===== config.mk =====
export PLATFORM = sky130hd
export DESIGN_NAME = cvita_insert_tlast
export DESIGN_NICKNAME = d
export VERILOG_FILES = /design/src/rtl/cvita_insert_tlast_pkg.sv /design/src/rtl/cvita_insert_tlast.sv
export SDC_FILE = /design/constraint.sdc
export NUM_CORES = 1
export LEC_CHECK = 0
export CORE_MARGIN = 2
export CORE_UTILIZATION = 38
export CTS_BUF_LIST = sky130_fd_sc_hd__clkbuf_2
export DETAILED_ROUTE_END_ITERATION = 10
export PLACE_DENSITY = 0.83
export SYNTH_ARGS = -nofsm -noshare
export SYNTH_HDL_FRONTEND = slang
export SYNTH_SLANG_ARGS = --single-unit

===== constraint.sdc =====
create_clock -name clk -period 5.6 [get_ports clk]
set_input_delay 1.12 -clock clk [delete_from_list [all_inputs] [get_ports clk]]
set_output_delay 1.12 -clock clk [all_outputs]
set_load 0.01 [all_outputs]

===== src/rtl/cvita_insert_tlast_pkg.sv =====
`default_nettype none
// ============================================================================
// Module  : cvita_insert_tlast_pkg
// Purpose : Shared CVITA constants and helpers. It holds the header
//           length-field position, the bytes-per-word shift, and the
//           byte-length to word-count conversion.
// Ports   : none (package)
// Rev     : 1.0 - initial release
// ============================================================================
package cvita_insert_tlast_pkg;

    localparam int c_data_w    = 64;
    localparam int c_len_hi    = 47;   // header packet-length field, bytes
    localparam int c_len_lo    = 32;
    localparam int c_word_shft = 3;    // 8 bytes per 64-bit word
    localparam int c_count_w   = 16 - c_word_shft;

    // Convert a byte length to a word count: ceil(len/8).
    // A zero-length packet still occupies its header word, so it counts as 1.
    // The result is one bit wider than the counter because ceil(65535/8)
    // is 8192.
    function automatic logic [c_count_w:0] words_of(input logic [15:0] len);
        logic [c_count_w:0] w;
        w = {1'b0, len[15:c_word_shft]} +
            {{c_count_w{1'b0}}, |len[c_word_shft-1:0]};
        if (w == '0) begin
            w = {{c_count_w{1'b0}}, 1'b1};
        end
        return w;
    endfunction

endpackage
`default_nettype wire


===== src/rtl/cvita_insert_tlast.sv =====
`default_nettype none
// ============================================================================
// Module  : cvita_insert_tlast
// Purpose : Regenerates tlast on a CVITA stream from the header length field.
//           Data, valid and ready pass straight through with no added latency.
// Ports   : clk        - clock, rising edge
//           reset      - asynchronous reset, active low
//           clear      - synchronous state clear, active high
//           i_tdata    - input beat data [63:0]; the first beat of a packet
//                        is the header
//           i_tvalid   - input beat valid
//           i_tready   - input ready (equal to o_tready)
//           o_tdata    - output data (equal to i_tdata)
//           o_tlast    - regenerated end-of-packet flag
//           o_tvalid   - output valid (equal to i_tvalid)
//           o_tready   - downstream ready
// Rev     : 1.0 - initial release
// ============================================================================
module cvita_insert_tlast
    import cvita_insert_tlast_pkg::*;
(
    input  logic                clk,
    input  logic                reset,
    input  logic                clear,
    input  logic [c_data_w-1:0] i_tdata,
    input  logic                i_tvalid,
    output logic                i_tready,
    output logic [c_data_w-1:0] o_tdata,
    output logic                o_tlast,
    output logic                o_tvalid,
    input  logic                o_tready
);

    logic                 r_sop;
    logic [c_count_w-1:0] r_count;

    logic [15:0]          w_len;
    logic [c_count_w:0]   w_words;
    logic                 w_hdr_last;
    logic                 w_xfer;
    logic                 w_last;

    assign o_tdata  = i_tdata;
    assign o_tvalid = i_tvalid;
    assign i_tready = o_tready;

    assign w_len      = i_tdata[c_len_hi:c_len_lo];
    assign w_words    = words_of(w_len);
    assign w_hdr_last = (w_words <= {{c_count_w{1'b0}}, 1'b1});
    assign w_xfer     = i_tvalid & o_tready;
    assign w_last     = r_sop ? w_hdr_last
                              : (r_count == {{(c_count_w-1){1'b0}}, 1'b1});
    assign o_tlast    = w_last;

    // The end of a packet always re-arms sop. The count is also zeroed there,
    // so the state after any packet matches the reset state.
    always_ff @(posedge clk or negedge reset) begin
        if (!reset) begin
            r_sop   <= 1'b1;
            r_count <= '0;
        end else if (clear) begin
            r_sop   <= 1'b1;
            r_count <= '0;
        end else if (w_xfer) begin
            if (w_last) begin
                r_sop   <= 1'b1;
                r_count <= '0;
            end else if (r_sop) begin
                // w_words > 1 on this path, so w_words-1 fits the counter.
                r_sop   <= 1'b0;
                r_count <= w_words[c_count_w-1:0] - 1'b1;
            end else begin
                r_count <= r_count - 1'b1;
            end
        end
    end

endmodule
`default_nettype wire


# Word-level counts from Yosys, hierarchy flattened
# Index checks and enable logic that the tools add are counted.
[word_totals]
register_bits = 14
in_bits = 69
wordCells = 20
[classes]
n_lt_le_gt_ge = 1
eq_ne = 1
reduce_logical = 3
addsub = 3
mux = 9
bitwise_logic = 1
[op_table]
columns = ["cell", "count"]
rows = [
  ["2-to-1 mux 13 bit", 4],
  ["subtractor 13 x 1 -> 13 bit (second input constant)", 2],
  ["adder 13 x 1 -> 14 bit", 1],
  ["less-or-equal comparator 14 x 1 -> 1 bit (second input constant)", 1],
  ["zero test 14 bit", 1],
  ["2-to-1 mux 14 bit", 1],
  ["== test 13 x 1 -> 1 bit (second input constant)", 1],
  ["2-to-1 mux 1 bit", 4],
  ["OR reduction 3 bit", 1],
  ["nonzero test 2 bit", 1],
  ["bitwise AND 1 bit", 1],
]

# Depth between registers and ports, before layout
[depth]
ltp_word = 9
depth_mapped = 18

# Worst setup path before layout
# Ideal clock, no wire load.
[synth_timing]
kind = "input -> output"
startpoint = "in i_tdata[33]"
endpoint = "out o_tlast"
path_slack_ns = 0.794
required_time_ns = 4.480
arrival_time_ns = 3.686
stages = 15
path_cell_list = "or3_1 > ha_1 > and3_1 > clkbuf_2 > or4_1 > o311a_2 > nor4_4 > buf_6 > a21oi_1 > ha_1 > nor2_1 > nor2_1 > o31a_1 > nand2_1 > nand2_1"
[synth_between]
elab_chain_len = 6
[synth_lines]
columns = ["item", "line_no", "rtl"]
rows = [
  ["from (decl)", "cvita_insert_tlast.sv:25", "input logic [c_data_w-1:0] i_tdata,"],
  ["OR reduction 3 bit (*)", "cvita_insert_tlast_pkg.sv:25", "{{c_count_w{1'b0}}, |len[c_word_shft-1:0]};"],
  ["adder 13 x 1 -> 14 bit (*)", "cvita_insert_tlast_pkg.sv:24", "w = {1'b0, len[15:c_word_shft]} +"],
  ["zero test 14 bit", "cvita_insert_tlast_pkg.sv:26", "if (w == '0) begin"],
  ["2-to-1 mux 14 bit (*)", "cvita_insert_tlast_pkg.sv:26", ""],
  ["less-or-equal comparator 14 x 1 -> 1 bit (*)", "cvita_insert_tlast.sv:49", "assign w_hdr_last = (w_words <= {{c_count_w{1'b0}}, 1'b1});"],
  ["2-to-1 mux 1 bit (*)", "cvita_insert_tlast.sv:51", "assign w_last = r_sop ? w_hdr_last"],
  ["to (decl)", "cvita_insert_tlast.sv:29", "output logic o_tlast,"],
]
# Every way passes the cells marked *; elsewhere a longest branch is shown, timed or not.

# Worst setup path after layout
# Same ends and word-level chain as after synthesis.

==> flow_metrics.tcl <==
set metrics [dict create \
    placed_area_sq_um 2230 \
    fin_crit_ns 5.31 \
    portBuffers 39 \
    dr.pass1.iters 5 \
    power.density_nw_per_um2 142 \
    synth_cell_types 55 \
    cp_top_family "simple AND/OR/NAND/NOR gates" \
    fmaxAchievable_ghz 0.188 \
    p_sw_frac 0.379 \
    whs_ns 0.528 \
    drt-total-wl_microns 4620 \
    place_hpwl_microns 3700 \
    synth_area_leader_cell "buf_4" \
    synth_nets 350 \
    drtIter0Drc 272 \
    placed_cells 334 \
    setup_viol 0 \
    r2r_end "r_count[10]" \
    start_util 0.390 \
    required_ns 4.48 \
    crit_path_max_fanout 4 \
    synth_area_leaders "buf_4 24%, dfrtp_1 15%, xnor2_1 5.8%" \
    ys.flop_type "dfrtp_1" \
    crit_start "i_tdata[33]" \
    worstSetupPathType "input pin to output pin" \
    h-tree-depth 1 \
    grt_max_degree 24 \
    syn_inst 275 \
    r2r_start "r_count[7]" \
    ant_nets 0 \
    crit_chain "clkdlybuf4s50_1 > or3_1 > ha_2 > and3_1 > or4_4 > o311a_2 > nor4_4 > a21oi_2 > inv_1 > ha_1 > nor2_1 > nor2_1 > o31a_1 > nand2_1 > nand2_1 > dlymetal6s2s_1" \
    grt_pass1_wl_microns 7960 \
    fin_crit_sh 0.948 \
    register_area_sq_um 352 \
    slew_viol_final 0 \
    stdcell_area_sq_um 2290 \
    synth_area_sq_um 2120 \
    clockBufferDepth 2 \
    fin_util 0.421 \
    arrival_ns 4.19 \
    p_int_uw 202 \
    grt-ovfl-total 0 \
    cp_slowest_cell "or4_4" \
    routedWlPerCell_microns 13.7 \
    insertion_delay_ns 0.27 \
    most-common-layout-cells "38 x clkdlybuf4s50_1, 23 x buf_4, 20 x nor2_1, 20 x nand2_1, 14 x xnor2_1" \
    cpPeakStageDelay_ns 0.48 \
    die_x_microns 78.8 \
    maxCapViolCount 0 \
    cts_tree "yes" \
    viasPerCell 5.42 \
    fin_nets 342 \
    synth_edf_count 0 \
    ioPinCount 136 \
    num_rows 27 \
    insertedDiodeCount 0 \
    ys_seq_area_frac 0.166 \
    combPwrFrac 0.474 \
    area_growth_pct 7.90 \
    core_sq_um 5440 \
    cp_num_buf_inv 3 \
    die-area_sq_um 6200 \
    vias 1833 \
    synth_top_area_frac 0.237 \
    cts.reportedPaths.clkPinSlew_ns 0.14 \
    cp_num_cells 16 \
    status "complete, no violations" \
    grtUsageTotal 0.153 \
    critPathCapture "o_tlast" \
    fill_cells 556 \
    worst_setup_path_end_kind "output pin" \
    routabilityCongestion 0.858 \
    die_height_microns 78.8 \
    synth_warnings 0 \
    finalPower_uw 325 \
    r2r_slack_ns 3.22 \
    grt_pass1_vias 1825 \
    ir_drop_v 0.0000473 \
    p_leak_uw 0.000927 \
    rsz0062_at_grt "no" \
    fin_skew_ns 0.00144 \
    post-route-drc-count 0 \
    seq_power_share 0.366 \
    cts_sinks 14 \
    slew_headroom 0.474 \
    drive_gt1_frac 0.169 \
    antenna_found_initial 0 \
    avgSynthCellArea_sq_um 7.72 \
    ys_ff_latch 14 \
    async_flop_share 1.00 \
    layout_commonest_cell "clkdlybuf4s50_1" \
    startpoint_type "input pin" \
    numCtsBuffers 3 \
    switchingPower_uw 123 \
    r2r_cells 7 \
    hp-class "register to register" \
    hold_viol_final 0 \
    cts-root-buf "clkbuf_2" \
    worstMarginPinSlew_ns 0.788 \
    multi_input_area_sq_um 1240 \
    instances_no_fill 338 \
    p_clk_frac 0.160 \
]
cell families after synthesis:
group,synth area share
AOI/OAI and AO/OA,0.188
and+or+nand+nor,0.239
DFF,0.166
xor gates and xnor gates,0.0866
buffers and inverters,0.268
muxes,0.0171
adders and majority gates,0.0354
Yosys cell counts, drive strengths merged (4+ instances only):
cell    instances
nor4            5
dfrtp          13
nand3           9
or4             5
o22ai           4
buf            71
nor2           20
clkbuf          4
inv             4
o21ai          15
nor3            9
nand4           4
ha              6
o31ai           7
nand2          21
a21oi          14
xnor2          14
or3             5
xor2            7
power by group through the flow:
stage	sequential, uW	clock, uW	combinational [uW]
6_report	119	52.0	154
5_1_grt	120	56.0	173
4_1_cts	119	52.6	153
3_5_place_dp	121	0	151
3_3_place_gp	120	0	148
2_1_floorplan	116	0	135
what timing repair did:
item	4_1_cts	5_1_grt
pin swaps	1	2
gates resized for setup	6	4
hold buffers	0	0
setup buffers	0	0
setup endpoints to repair	1	1
how the worst min path moves through the flow:
stage / from / to / slack [ns] / cells past startpoint
finish: r_count[10] / r_count[10] / 0.53 / 1
global route: r_count[10] / r_count[10] / 0.57 / 1
CTS: r_count[10] / r_count[10] / 0.53 / 1
detailed placement: r_count[10] / r_count[10] / 0.49 / 1
global placement: r_count[10] / r_count[10] / 0.49 / 1
floorplan: r_count[10] / r_count[10] / 0.46 / 1
state kept, by name (all words and copies together) (netlist names):
register	cells
r_sop	1
r_count	13
layer usage:
layer	wire [microns]	part of all wire	vias to the layer above	track usage
li1	-	-	905	-
met1	2040	0.44	820	0.200
met2	2140	0.46	94	0.266
met3	357	0.077	14	0.0125
met4	72	0.016	0	0.0544
met5	0	0	-	0
metrics by stage:
step	setup WS [ns]	setup TNS [ns]
2_1_floorplan	0.794	0
3_3_place_gp	-0.00596	-0.00596
3_5_place_dp	-0.0988	-0.0988
4_1_cts	0.0170	0
5_1_grt	0.136	0
6_report	0.291	0
worst register-to-register path, delay by kind of cell, from the launching register on:
family / cells / cell delay, ns
DFF: 1 / 0.46
and+or+nand+nor: 4 / 1.22
AOI/OAI and AO/OA: 3 / 0.60
area by class of cell:
class / count / area share
tap: 72 / 0.0393
clock buffer: 4 / 0.00874
multi-input combinational: 181 / 0.543
timing repair buffer: 62 / 0.247
inverter: 5 / 0.00819
sequential: 14 / 0.153
No activity file was read; power rests on OpenSTA's default activity.
